File: config.mk
export PLATFORM = sky130hd
export DESIGN_NAME = mem_arbiter
export DESIGN_NICKNAME = d
export VERILOG_FILES = /design/src/rtl/mem_arbiter.sv
export SDC_FILE = /design/constraint.sdc
export NUM_CORES = 1
export LEC_CHECK = 0
export ABC_AREA = 1
export CAP_MARGIN = 20
export CORE_MARGIN = 10
export CORE_UTILIZATION = 20
export CTS_BUF_LIST = sky130_fd_sc_hd__clkbuf_16
export CTS_CLUSTER_SIZE = 8
export DETAILED_ROUTE_END_ITERATION = 8
export PLACE_DENSITY_LB_ADDON = 0.2
export SETUP_SLACK_MARGIN = 0.5
export SYNTH_ARGS = -nofsm -noshare
export SYNTH_HDL_FRONTEND = slang
export SYNTH_SLANG_ARGS = --single-unit
export TNS_END_PERCENT = 1
File: constraint.sdc
create_clock -name clk -period 1.55 [get_ports clk]
set_input_delay 0.155 -clock clk [delete_from_list [all_inputs] [get_ports clk]]
set_output_delay 0.155 -clock clk [all_outputs]
set_load 0.01 [all_outputs]
File: src/rtl/mem_arbiter.sv
// Shares one single-port synchronous memory between instruction fetch and data ports.
// Data wins by default; a pending fetch is forced through after MAX_DATA_RUN data grants.
module mem_arbiter #(
    parameter int ADDR_W       = 11,
    parameter int MAX_DATA_RUN = 4
) (
    input  logic              clk,
    input  logic              rst,
    input  logic              if_req,
    input  logic [31:0]       if_addr,
    output logic              if_gnt,
    output logic              if_rvalid,
    output logic [31:0]       if_rdata,
    input  logic              d_req,
    input  logic              d_we,
    input  logic [31:0]       d_addr,
    input  logic [31:0]       d_wdata,
    input  logic [3:0]        d_be,
    output logic              d_gnt,
    output logic              d_rvalid,
    output logic [31:0]       d_rdata,
    output logic              d_err,
    output logic              mem_en,
    output logic              mem_we,
    output logic [ADDR_W-1:0] mem_addr,
    output logic [31:0]       mem_wdata,
    output logic [3:0]        mem_be,
    input  logic [31:0]       mem_rdata
);

    typedef enum logic [1:0] {
        RESP_NONE,
        RESP_IF,
        RESP_D,
        RESP_DERR
    } resp_t;

    localparam logic [3:0] RUN_LIMIT = 4'(MAX_DATA_RUN);

    resp_t      resp_owner;
    resp_t      resp_next;
    logic       err_read;
    logic       err_read_next;
    logic [3:0] run_cnt;
    logic       d_oor;
    logic       fetch_forced;
    logic       grant_if;
    logic       grant_d;
    logic       unused_addr_bits;

    // Fetch addresses are truncated silently; byte offsets are never used.
    assign unused_addr_bits = ^{if_addr[31:ADDR_W+2], if_addr[1:0], d_addr[1:0]};
    assign d_oor            = (d_addr[31:ADDR_W+2] != '0);

    // Nothing is granted while reset is held so every output reads zero.
    always_comb begin
        fetch_forced = if_req && (run_cnt == RUN_LIMIT);
        grant_d      = !rst && d_req && !fetch_forced;
        grant_if     = !rst && if_req && !grant_d;
    end

    always_comb begin
        mem_en    = 1'b0;
        mem_we    = 1'b0;
        mem_addr  = '0;
        mem_wdata = '0;
        mem_be    = 4'h0;
        if (grant_if) begin
            mem_en    = 1'b1;
            mem_addr  = if_addr[ADDR_W+1:2];
            mem_wdata = d_wdata;
            mem_be    = 4'hF;
        end else if (grant_d) begin
            // An out-of-range access is consumed without touching memory.
            mem_en    = !d_oor;
            mem_we    = d_we && !d_oor;
            mem_addr  = d_addr[ADDR_W+1:2];
            mem_wdata = d_wdata;
            mem_be    = d_we ? d_be : 4'hF;
        end
    end

    always_ff @(posedge clk) begin
        if (rst) begin
            resp_owner <= RESP_NONE;
            err_read   <= 1'b0;
        end else begin
            resp_owner <= resp_next;
            err_read   <= err_read_next;
        end
    end

    always_comb begin
        resp_next     = RESP_NONE;
        err_read_next = 1'b0;
        if (grant_if) begin
            resp_next = RESP_IF;
        end else if (grant_d && d_oor) begin
            resp_next     = RESP_DERR;
            err_read_next = !d_we;
        end else if (grant_d && !d_we) begin
            resp_next = RESP_D;
        end

        if_gnt    = grant_if;
        d_gnt     = grant_d;
        if_rvalid = !rst && (resp_owner == RESP_IF);
        if_rdata  = if_rvalid ? mem_rdata : 32'h0;
        d_rvalid  = !rst && ((resp_owner == RESP_D) || ((resp_owner == RESP_DERR) && err_read));
        d_rdata   = (!rst && (resp_owner == RESP_D)) ? mem_rdata : 32'h0;
        d_err     = !rst && (resp_owner == RESP_DERR);
    end

    // Counts data grants that overtook a waiting fetch.
    always_ff @(posedge clk) begin
        if (rst || !if_req || grant_if) begin
            run_cnt <= 4'd0;
        end else if (grant_d && (run_cnt != RUN_LIMIT)) begin
            run_cnt <= run_cnt + 4'd1;
        end
    end

endmodule

### After elaboration in Yosys (flattened, before gate mapping)

Cells that the tools add are included.

| storage, ports and cells | value |
|---|---|
| flip-flop bits (word level) | 7 |
| output and inout bits | 118 |

| operators by class | value |
|---|---|
| add/sub/neg operators | 1 |
| equal/unequal tests | 5 |
| mux-type cells | 16 |
| bitwise logic cells | 1 |
| reductions and logical operators | 26 |

Operator list:

| cell | count |
|---|---|
| 32-bit two-way mux | 4 |
| 11-bit two-way mux | 2 |
| 19-bit nonzero test | 1 |
| 1-bit logical AND | 14 |
| 4-bit two-way mux | 3 |
| 1-bit zero test | 6 |
| 1-bit two-way mux | 5 |
| 4-bit by 1-bit adder with 4-bit output (second input constant) | 1 |
| 2-bit == test (second input constant) | 2 |
| 4-bit by 3-bit == test with 1-bit output (second input constant) | 1 |
| 2-bit two-way mux | 2 |
| 4-bit by 3-bit != test with 1-bit output (second input constant) | 1 |
| 1-bit logical OR | 3 |
| 3-bit OR reduction | 1 |
| 2-bit by 1-bit == test with 1-bit output (second input constant) | 1 |
| 2-bit OR reduction | 1 |
| 1-bit NOT | 1 |

### Depth between registers and ports, before layout

| depth | value |
|---|---|
| depth after elaboration | 8 |
| depth in mapped cells | 9 |
| gate-level depth less buffers | 8 |

### Least setup slack after synthesis

OpenSTA, ideal clock, no wires.

| path | value |
|---|---|
| path kind | register to output |
| from | register run_cnt[0] |
| to | output port mem_addr[1] |
| data arrival time | 1.169 ns |
| data required time | 1.395 ns |
| setup slack | 0.226 ns |
| cell stages (with the launch flop) | 9 |
| path buffers | 1 |
| cell sequence | dfxtp_1 inv_1 ha_1 nand4_1 nand2_4 inv_2 buf_8 nand2_1 nand2_1 |

| between the ends | value |
|---|---|
| word-level cells in the longest chain between the ends | 7 |

RTL lines:

| element | line | RTL |
|---|---|---|
| start: declaration | 44 | `logic [3:0] run_cnt;` |
| start signal: assignment | 119 | `run_cnt <= run_cnt + 4'd1;` |
| 4-bit by 3-bit == test with 1-bit output (*) | 57 | `fetch_forced = if_req && (run_cnt == RUN_LIMIT);` |
| 1-bit logical AND (*) | 57 |  |
| 1-bit zero test (*) | 58 | `grant_d = !rst && d_req && !fetch_forced;` |
| 1-bit logical AND (*) | 58 |  |
| net d_gnt | 19 | `output logic d_gnt,` |
| 1-bit zero test | 59 | `grant_if = !rst && if_req && !grant_d;` |
| 1-bit logical AND | 59 |  |
| 11-bit two-way mux (*) | 68 | `if (grant_if) begin` |
| end: declaration | 25 | `output logic [ADDR_W-1:0] mem_addr,` |

Mark *: on every way through the listed nets, which the timed path passes. The rest lies on a longest branch.

### Worst setup path after layout

| path | value |
|---|---|
| from | register run_cnt[0] |
| to | output port mem_be[0] |

| between the ends | value |
|---|---|
| word-level cells in the longest chain between the ends | 7 |

RTL lines:

| element | line | RTL |
|---|---|---|
| 4-bit by 3-bit == test with 1-bit output (*) | 57 |  |
| 1-bit logical AND (*) | 57 |  |
| 1-bit zero test (*) | 58 |  |
| 1-bit logical AND (*) | 58 |  |
| 1-bit zero test | 59 |  |
| 1-bit logical AND | 59 |  |
| 4-bit two-way mux (*) | 68 |  |
| end: declaration | 27 | `output logic [3:0] mem_be,` |

Mark *: on every way between the ends. The rest lies on a longest branch, timed or not.

==> reports/qor.csv <==
stage,metric,value,unit
finish,fin_util,0.695,
outcome,status,"finished, violations left",
worst_setup_path,r2r-start,run_cnt[0],
yosys,synth-adder-area-share,0.0189,
finish,syn_to_final_growth,236,%
pwr,p_comb_frac,0.631,
clock_network,cts_root_buffer,clkbuf_16,
global_route,grt_util_met2,0.320,
place,placed_cell_area,3790,sq um
clock_network,cts_buffer_depth,2,
worst_setup_path,path_buf_inv,3,
yosys,synth.avg_cell_area,4.71,sq um
route,wl_per_cell,15.7,um
pwr,peakVddDrop,404,uV
worst_setup_path,critPathRequiredTime,1.39,ns
pwr,seq_power_share,0.115,
clock_network,cts_buffers,3,
yosys,ys_seq_area_frac,0.106,
sta,tightest_slew,0.330,ns
global_route,grt_pass1_vias,2472,
worst_setup_path,startpoint,run_cnt[0],
yosys,synth_top_family_by_area,simple AND/OR/NAND/NOR gates,
sta,final.setup.worst_slack,-0.0423,ns
yosys,yosysWarnings,0,
finish,diodes,0,
worst_setup_path,crit_path_end_kind,primary output,
finish,drive_gt1_frac,0.497,
yosys,synth-xor-area-share,0.0132,
global_route,grt_util_met3,0.0585,
route,via_per_inst,4.10,
global_route,antenna_found_initial,0,
sta,max_freq,628,MHz
route,ant_nets,0,
yosys,syn_inst,281,
route,finalWirelength,9.57,mm
place,place.gp.congestion,0.764,
worst_setup_path,path_class,reg -> out,
worst_setup_path,worst_path_dominant_cell_family,simple AND/OR/NAND/NOR gates,
worst_setup_path,max_stage_delay,0.31,ns
sta,grt_setup_unrepaired,true,
clock_network,clk_latency,0.23,ns
yosys,synth_seq_cells,7,
global_route,grt_use_total,0.164,
floorplanning,die_h,101,um
global_route,grt_max_degree,33,
run,max-cap-violations,0,
floorplanning,fp-row-count,29,
route,first_pass_iters,4,
yosys,synth_ff_type,dfxtp_1,
min_path,hp-start,rst,
finish,nets,673,
worst_setup_path,cp-start-kind,flip-flop,
sta,tns,-0.143,ns
global_route,grt_pass1_wl,13.7,mm
route,route.detailed.drc,0,
yosys,synth-compound-area-share,0.0151,
place,hpwl,7.91,mm
pwr,leakagePower,2.22,nW
yosys,synthMuxAreaShare,0,
sta,finalSetupViolCount,8,
sta,hold_violations,0,
worst_setup_path,crit_fanout,4,
worst_setup_path,crit_chain,"inv_2, ha_4, nand4_1, nand2_4, nand2_8, buf_6, o21ai_1, buf_2",
yosys,synth_area,1320,sq um
sta,maxSlewViolCount,0,
pwr,totalPowerFinal,1.69,mW
pwr,power.switching,0.579,mW
yosys,syn-num-nets,420,
floorplanning,die_area,10300,sq um
worst_setup_path,cp_slowest_cell,dfxtp_2,
route,drt_iter0_markers,30,
global_route,grt_overflow,0,
yosys,synth-edff-count,0,
global_route,busiest_layer,met2,
sta,whs,0.448,ns
clock_network,cts_hold_buf,0,
clock_network,cts_max_level,1,
worst_setup_path,cp.arrival,1.44,ns
yosys,synthSimpleGateAreaFrac,0.541,
yosys,synthDistinctLibCells,19,
min_path,hp-class,in -> reg,
sta,max_slew_margin,0.780,
floorplanning,start_util,0.207,
sta,period_share,1.03,
route,vias,2499,
floorplanning,ioPinCount,255,
pwr,internal_power,1.11,mW
floorplanning,dieWidth,101,um
clock_network,cts_sinks,7,
finish,final_cell_area,4440,sq um
clock_network,cts.reportedPaths.clkPinSlew,0.03,ns
sta,skew,0.000809,ns
pwr,power.density,380,nW/um^2
outcome,violations,setup timing,
yosys,async_reset_ff_frac,0,
pwr,power_switching_share,0.343,
pwr,clkPwrFrac,0.254,
floorplanning,core_area,6390,sq um
place,numPortBuffers,231,
sta,min_period,1.59,ns
global_route,met1_usage,0.163,
clock_network,cts_tree,yes,
power by group through the flow:
stage	registers, mW	clock network (mW)	logic (mW)
final	0.195	0.428	1.06
after global routing	0.195	0.447	1.14
after detailed placement	0.193	0	0.910
after CTS	0.194	0.436	0.927
after floorplan	0.193	0	0.297
after global placement	0.193	0	0.898
metrics by stage:
step	setup slack [ns]	cells
detailed placement	-0.637	595
finish	-0.0423	610
global route	-0.137	610
global placement	-0.597	595
CTS	-0.0540	610
floorplan	0.238	281
path summary, 6_finish.rpt:
| check | endpoint | slack [ns] | cells after the start |
|---|---|---|---|
| worst max-delay path | mem_be[0] | -0.04 | 8 |
| worst min-delay path | run_cnt[3] | 0.45 | 7 |
| worst min register to register | run_cnt[0] | 0.51 | 2 |
| worst max register to register | resp_owner[0] | 0.32 | 8 |
kinds of logic (layout without fill, tap and decap cells):
logic type,Yosys count,in the layout
adders and majority gates,2,2
buffers and inverters,89,340
AOI/OAI and AO/OA,4,4
and+or+nand+nor,177,178
DFF,7,7
xor gates and xnor gates,2,2
cell type report:
| type | instances | area (sq um) |
|---|---|---|
| repair buffers | 257 | 2440 |
| fillers | 538 | 1950 |
| multi-input cells | 186 | 1360 |
| inverters | 78 | 308 |
| flip-flops and latches | 7 | 148 |
| well taps | 77 | 96.3 |
| clock buffers | 3 | 75.1 |
| repair inverters | 1 | 11.3 |
| clock inverters | 1 | 3.75 |
registers in the layout (all words and copies together) (netlist names):
signal      flops
resp_owner      2
err_read        1
run_cnt         4
cells in the final DEF, fill, tap and decap left out, drive strengths merged:
| cell | instances |
|---|---|
| ha | 2 |
| nor2 | 120 |
| nand2 | 49 |
| o21ai | 4 |
| clkdlybuf4s50 | 110 |
| and2 | 1 |
| nor3 | 1 |
| xnor2 | 1 |
| inv | 80 |
| nand4 | 3 |
| clkdlybuf4s15 | 1 |
| buf | 146 |
| xor2 | 1 |
| dfxtp | 7 |
| nand3 | 4 |
| clkbuf | 3 |
metal layers:
layer / part of all wire / vias to the layer above
li1: - / 1277
met5: 0 / -
met1: 0.34 / 1083
met3: 0.093 / 9
met2: 0.55 / 130
met4: 0.011 / 0
synth_stat cells (2+ instances only):
cell type	count	area, sq um
buf_2	3	15.0
buf_6	7	78.8
dfxtp_1	7	140
ha_1	2	25.0
inv_1	73	274
inv_2	4	15.0
nand2_1	47	176
nand2_4	2	22.5
nand3_1	4	20.0
nand4_1	3	18.8
nor2_1	117	439
nor2_4	2	22.5
o21ai_0	4	20.0
timing repair:
item,4_1_cts,5_1_grt
gates cloned,2,0
resized for setup,594,150
setup endpoints to repair,125,125
setup buffers,9,0
pin swaps,89,89
endpoints found under the hold margin,0,0
tightest hold or removal path, delay by kind of cell:
kind,cells,cell delay [ns]
buffers and inverters,5,0.34
and+or+nand+nor,2,0.14
Power figures use the tool's default switching activity.
